$ cat config.mk
export PLATFORM = sky130hd
export DESIGN_NAME = parallel_ip_serial_op_shift_reg_flat
export DESIGN_NICKNAME = d
export VERILOG_FILES = /design/src/rtl/parallel_ip_serial_op_shift_reg_pkg.sv /design/src/rtl/parallel_ip_serial_op_shift_reg_if.sv /design/src/rtl/parallel_ip_serial_op_shift_reg_bit_counter.sv /design/src/rtl/parallel_ip_serial_op_shift_reg.sv /design/src/flat_wrapper.sv
export SDC_FILE = /design/constraint.sdc
export NUM_CORES = 1
export LEC_CHECK = 0
export CAP_MARGIN = 15
export CORE_MARGIN = 4
export CORE_UTILIZATION = 38
export CTS_CLUSTER_SIZE = 12
export DETAILED_ROUTE_END_ITERATION = 8
export GPL_TIMING_DRIVEN = 1
export PLACE_DENSITY_LB_ADDON = 0.25
export SYNTH_ARGS = -nofsm -noshare
export SYNTH_HDL_FRONTEND = slang
export SYNTH_SLANG_ARGS = --single-unit
$ cat constraint.sdc
create_clock -name SHCP -period 4.51 [get_ports SHCP]
set_input_delay 1.353 -clock SHCP [delete_from_list [all_inputs] [get_ports SHCP]]
set_output_delay 1.353 -clock SHCP [all_outputs]
set_load 0.05 [all_outputs]
$ cat src/rtl/parallel_ip_serial_op_shift_reg_pkg.sv
// Shared types and helpers for the PISO transmitter and its sub-blocks.
// The PARITY encoding is always present; it is only reached when PISO_PARITY_EN is defined.
package piso_pkg;

  localparam int unsigned STATE_W = 2;

  localparam logic [STATE_W-1:0] ENC_IDLE   = 2'd0;
  localparam logic [STATE_W-1:0] ENC_SHIFT  = 2'd1;
  localparam logic [STATE_W-1:0] ENC_PARITY = 2'd2;
  localparam logic [STATE_W-1:0] ENC_LATCH  = 2'd3;

  typedef enum logic [STATE_W-1:0] {
    IDLE   = ENC_IDLE,
    SHIFT  = ENC_SHIFT,
    PARITY = ENC_PARITY,
    LATCH  = ENC_LATCH
  } piso_state_t;

  // Words narrower than 32 bits are zero-extended, which leaves the XOR unchanged.
  function automatic logic parity_even(input logic [31:0] word);
    return ^word;
  endfunction

endpackage

$ cat src/rtl/parallel_ip_serial_op_shift_reg_if.sv
// Load/serial bus of the PISO transmitter; master is the word source, slave is the transmitter.
interface parallel_ip_serial_op_shift_reg_if #(
  parameter int unsigned WIDTH = 8
);
  logic [WIDTH-1:0] D;
  logic             LOAD_VALID;
  logic             LOAD_READY;
  logic             SO;
  logic             BUSY;
  logic             STCP;

  modport master (output D, LOAD_VALID, input LOAD_READY, SO, BUSY, STCP);
  modport slave  (input D, LOAD_VALID, output LOAD_READY, SO, BUSY, STCP);
endinterface

$ cat src/rtl/parallel_ip_serial_op_shift_reg_bit_counter.sv
// Down-counter with synchronous load and zero flag; holds at zero instead of wrapping.
module piso_bit_counter #(
  parameter int unsigned CW = 3
) (
  input  logic          clk,
  input  logic          rst_n,
  input  logic          load,
  input  logic [CW-1:0] load_val,
  input  logic          dec,
  output logic          zero
);
  logic [CW-1:0] cnt_q;

  always_ff @(posedge clk or negedge rst_n) begin
    if (!rst_n) begin
      cnt_q <= '0;
    end else if (load) begin
      cnt_q <= load_val;
    end else if (dec && (cnt_q != '0)) begin
      cnt_q <= cnt_q - CW'(1);
    end
  end

  assign zero = (cnt_q == '0);
endmodule

$ cat src/rtl/parallel_ip_serial_op_shift_reg.sv
// PISO transmitter: accepts a word on valid/ready, shifts it out on SO, then strobes STCP.
// Define PISO_PARITY_EN to append an even-parity bit after the data bits.
module parallel_ip_serial_op_shift_reg
  import piso_pkg::*;
#(
  parameter int unsigned WIDTH     = 8,
  parameter bit          MSB_FIRST = 1'b1
) (
  input  logic                        SHCP,
  input  logic                        MR_BAR,
  parallel_ip_serial_op_shift_reg_if.slave bus
);
  localparam int unsigned CW = $clog2(WIDTH);

  piso_state_t      state_q;
  logic [WIDTH-1:0] sreg_q;
  logic [WIDTH-1:0] sreg_shift;
  logic             so_q, ready_q, busy_q, stcp_q;
  logic             first_bit, next_bit, cnt_zero, accept;
`ifdef PISO_PARITY_EN
  logic             par_q;
`endif

  always_comb begin
    first_bit = MSB_FIRST ? bus.D[WIDTH-1] : bus.D[0];
    if (MSB_FIRST) begin
      sreg_shift = {sreg_q[WIDTH-2:0], 1'b0};
      next_bit   = sreg_q[WIDTH-2];
    end else begin
      sreg_shift = {1'b0, sreg_q[WIDTH-1:1]};
      next_bit   = sreg_q[1];
    end
  end

  assign accept = (state_q == IDLE) && bus.LOAD_VALID;

  piso_bit_counter #(.CW(CW)) u_bit_counter (
    .clk      (SHCP),
    .rst_n    (MR_BAR),
    .load     (accept),
    .load_val (CW'(WIDTH - 1)),
    .dec      (state_q == SHIFT),
    .zero     (cnt_zero)
  );

  // LATCH spans two edges: the first raises STCP, the second drops it and rearms.
  always_ff @(posedge SHCP or negedge MR_BAR) begin
    if (!MR_BAR) begin
      state_q <= IDLE;
      sreg_q  <= '0;
      so_q    <= 1'b0;
      ready_q <= 1'b1;
      busy_q  <= 1'b0;
      stcp_q  <= 1'b0;
`ifdef PISO_PARITY_EN
      par_q   <= 1'b0;
`endif
    end else begin
      case (state_q)
        IDLE: begin
          if (accept) begin
            sreg_q  <= bus.D;
            so_q    <= first_bit;
            ready_q <= 1'b0;
            busy_q  <= 1'b1;
            state_q <= SHIFT;
`ifdef PISO_PARITY_EN
            par_q   <= parity_even(32'(bus.D));
`endif
          end
        end
        SHIFT: begin
          if (!cnt_zero) begin
            sreg_q <= sreg_shift;
            so_q   <= next_bit;
          end else begin
`ifdef PISO_PARITY_EN
            so_q    <= par_q;
            state_q <= PARITY;
`else
            so_q    <= 1'b0;
            state_q <= LATCH;
`endif
          end
        end
`ifdef PISO_PARITY_EN
        PARITY: begin
          so_q    <= 1'b0;
          state_q <= LATCH;
        end
`endif
        LATCH: begin
          so_q <= 1'b0;
          if (!stcp_q) begin
            stcp_q <= 1'b1;
          end else begin
            stcp_q  <= 1'b0;
            busy_q  <= 1'b0;
            ready_q <= 1'b1;
            state_q <= IDLE;
          end
        end
        default: state_q <= IDLE;
      endcase
    end
  end

  assign bus.SO         = so_q;
  assign bus.LOAD_READY = ready_q;
  assign bus.BUSY       = busy_q;
  assign bus.STCP       = stcp_q;
endmodule

$ cat src/flat_wrapper.sv
// flat-port wrapper written by rule: the top's interface ports become plain ports
module parallel_ip_serial_op_shift_reg_flat import piso_pkg::*;
#(
  parameter int unsigned WIDTH     = 8,
  parameter bit          MSB_FIRST = 1'b1
)
  (SHCP, MR_BAR, bus_D, bus_LOAD_VALID, bus_LOAD_READY, bus_SO, bus_BUSY, bus_STCP);
  parallel_ip_serial_op_shift_reg_if #(.WIDTH(WIDTH)) bus_i ();
  input  logic SHCP;
  input  logic MR_BAR;
  input wire logic [$bits(bus_i.D)-1:0] bus_D;
  input wire logic [$bits(bus_i.LOAD_VALID)-1:0] bus_LOAD_VALID;
  output wire logic [$bits(bus_i.LOAD_READY)-1:0] bus_LOAD_READY;
  output wire logic [$bits(bus_i.SO)-1:0] bus_SO;
  output wire logic [$bits(bus_i.BUSY)-1:0] bus_BUSY;
  output wire logic [$bits(bus_i.STCP)-1:0] bus_STCP;
  assign bus_i.D = bus_D;
  assign bus_i.LOAD_VALID = bus_LOAD_VALID;
  assign bus_LOAD_READY = bus_i.LOAD_READY;
  assign bus_SO = bus_i.SO;
  assign bus_BUSY = bus_i.BUSY;
  assign bus_STCP = bus_i.STCP;
  parallel_ip_serial_op_shift_reg #(.WIDTH(WIDTH), .MSB_FIRST(MSB_FIRST)) u_core (.SHCP(SHCP), .MR_BAR(MR_BAR), .bus(bus_i));
endmodule
==> flow_metrics.py <==
metrics = {
    "yosys": {
        "synth_seq_cells": 16,
        "synth_seq_area_share_pct": 45.7,
        "ys.flop_type": "dfrtp_1",
        "netlist-cell-type-count": 23,
        "avgSynthCellArea_um2": 12.4,
        "yosysWarnings": 0,
        "syn_nets": 84,
        "netlist_area_um2": 878,
        "async_reset_ff_share_pct": 100,
        "netlist_instances": 71,
        "synth_edf_count": 0,
    },
    "sta": {
        "skew_ns": 0.00120,
        "min_period_ns": 2.99,
        "timing.hold.ws_ns": 0.517,
        "finalSetupViolCount": 0,
        "rsz0062_at_grt": "no",
        "finalHoldViolCount": 0,
        "finalSetupTns_ns": 0,
        "slew_headroom_pct": 52.6,
        "worst_slew_pin_slew_ns": 0.709,
        "final-max-slew-violation-count": 0,
        "fmax_mhz": 335,
        "fin_crit_sh_pct": 66.2,
    },
    "floorplan": {
        "core_area_um2": 2210,
        "die_h_um": 56.1,
        "die_area_um2": 3140,
        "rows": 17,
        "ios": 15,
        "fp.dieW_um": 56.1,
        "start_util_pct": 39.7,
    },
    "power_and_ir_drop": {
        "p_seq_share_pct": 32.6,
        "power_leakage_nw": 0.530,
        "p_int_w": 0.000517,
        "power_density_nw_per_um2": 787,
        "p_sw_share_pct": 37.6,
        "p_sw_w": 0.000311,
        "finalPower_w": 0.000828,
        "p_clk_share_pct": 11.4,
        "peakVddDrop_v": 0.000358,
        "pwr-share-comb_pct": 56.0,
    },
    "finish": {
        "layout_common_cells": "15 x dfrtp_1, 14 x clkdlybuf4s50_1, 12 x mux2_4, 8 x inv_1, 5 x o21ai_0",
        "final_util_pct": 47.6,
        "final_cell_area_um2": 1050,
        "final.fill_count": 203,
        "drive_gt1_share_pct": 22.1,
        "antenna_cells": 0,
        "area_growth_pct": 19.8,
        "final_nets": 100,
        "layout_commonest_cell": "dfrtp_1",
    },
    "drt": {
        "firstDrtPassIters": 4,
        "wirelength_um": 1530,
        "drc": 0,
        "drtIter0Drc": 10,
        "vias": 547,
        "via_per_inst": 4.80,
        "wl_per_cell_um": 13.4,
        "ant_nets": 0,
    },
    "worst_setup_path": {
        "required_ns": 3.16,
        "crit_fanout": 3,
        "cp_data_arrival_time_ns": 1.63,
        "worst-setup-path-type": "flip-flop to output pin",
        "path_buf_inv": 1,
        "critPathCaptureType": "output pin",
        "critical_path.top_delay_family": "buffers and inverters",
        "cp.depth": 1,
        "cp_slowest_cell": "clkdlybuf4s50_1",
        "path_cells": "clkdlybuf4s50_1",
        "cp_slowest_stage_delay_ns": 0.80,
        "worstRegToRegCells": 6,
        "worst_setup_path_start_kind": "flip-flop",
    },
    "cts": {
        "hold_buffers": 0,
        "htree_levels": 1,
        "clock_latency_ns": 0.28,
        "clockRootBuffer": "clkbuf_4",
        "numCtsBuffers": 3,
        "cts_setup_buffers": 0,
        "cts_max_path_buffers": 2,
        "cts_sinks": 16,
        "cts.clk_slew.worst_paths_ns": 0.09,
        "cts_tree": "built",
        "cts_resized": 0,
    },
    "global_route": {
        "track_usage_pct": 10.8,
        "grt_pass1_vias": 590,
        "grt_max_degree": 17,
        "antenna_found_initial": 0,
        "grt_pass1_wl_um": 2720,
        "grt_overflow_total": 0,
    },
    "placed_design": {
        "detailed_place_hpwl_um": 1090,
        "dpl_cell_area_um2": 1020,
        "place.gp.congestion": 0.742,
        "port_buffers": 14,
    },
    "outcome": {
        "status": "finished clean",
    },
    "run": {
        "drv_cap": 0,
    },
    "hold_path": {
        "worst_hold_path_type": "flip-flop to flip-flop",
        "hold_depth": 1,
    },
}
==> logic make-up (layout without fill, tap and decap cells) <==
logic type,count (synthesis),in the layout,synth area share [%]
AOI/OAI and AO/OA,16,16,12.1
adders and majority gates,2,2,2.85
buffers and inverters,11,26,7.69
and+or+nand+nor,10,10,6.69
muxes,15,15,23.9
xor gates and xnor gates,1,1,0.997
DFF,16,16,45.7
==> through the flow <==
stage	setup WS, ns	instances
6_report	1.52	114
4_1_cts	1.50	114
2_1_floorplan	2.41	71
5_1_grt	1.49	114
3_3_place_gp	1.82	110
3_5_place_dp	1.78	110
==> sequential cells by signal, summed over array words and instances, names as in the netlist <==
signal,flops
u_core.sreg_q,7
u_core.u_bit_counter.cnt_q,3
u_core.state_q,2
u_core.bus.BUSY,1
u_core.bus.LOAD_READY,1
u_core.bus.SO,1
u_core.bus.STCP,1
==> synthesized netlist by cell type (2+ instances only) <==
master	n	share of area [%]
o21ai_0	5	2.8
nor2_1	4	1.7
buf_6	2	2.6
ha_1	2	2.8
a22o_1	2	2.0
mux2_4	12	21
nand2_1	2	0.86
a2bb2oi_1	3	3.0
a21oi_1	2	1.1
dfrtp_1	15	43
mux2i_1	3	3.4
inv_1	8	3.4
==> cell type report <==
class                   instances  area, µm²  share of cell area (%)
repair buffers                 14        140                    13.3
flip-flops and latches         16        402                    38.2
well taps                      28       35.0                    3.33
inverters                       8       30.0                    2.85
multi-input cells              44        409                    38.9
clock buffers                   4       36.3                    3.45
==> worst paths after layout <==
check                      slack [ns]                to                           from
max                              1.52    bus_LOAD_READY          u_core.bus.LOAD_READY
min                              0.52  u_core.sreg_q[4]               u_core.sreg_q[4]
max reg2reg                      2.71  u_core.sreg_q[5]  u_core.u_bit_counter.cnt_q[0]
min reg2reg                      0.52  u_core.sreg_q[4]               u_core.sreg_q[4]
max in group asynchronous        2.58  u_core.sreg_q[5]                         MR_BAR
min in group asynchronous        1.49  u_core.sreg_q[0]                         MR_BAR
==> power by group through the flow <==
stage / clock network (W) / registers, W / logic (W)
finish: 0.0000944 / 0.000270 / 0.000464
global route: 0.000100 / 0.000279 / 0.000505
CTS: 0.0000979 / 0.000270 / 0.000472
detailed placement: 0 / 0.000272 / 0.000467
global placement: 0 / 0.000272 / 0.000455
floorplan: 0 / 0.000304 / 0.000367
==> layer usage <==
| metal | up-vias | wire length (µm) | GRT usage [%] |
|---|---|---|---|
| met5 | - | 0 | 0 |
| met4 | 0 | 12 | 5.08 |
| met3 | 2 | 71 | 2.55 |
| met2 | 16 | 644 | 15.0 |
| met1 | 255 | 796 | 15.5 |
| li1 | 274 | - | - |
(Power assumes the default switching activity.)
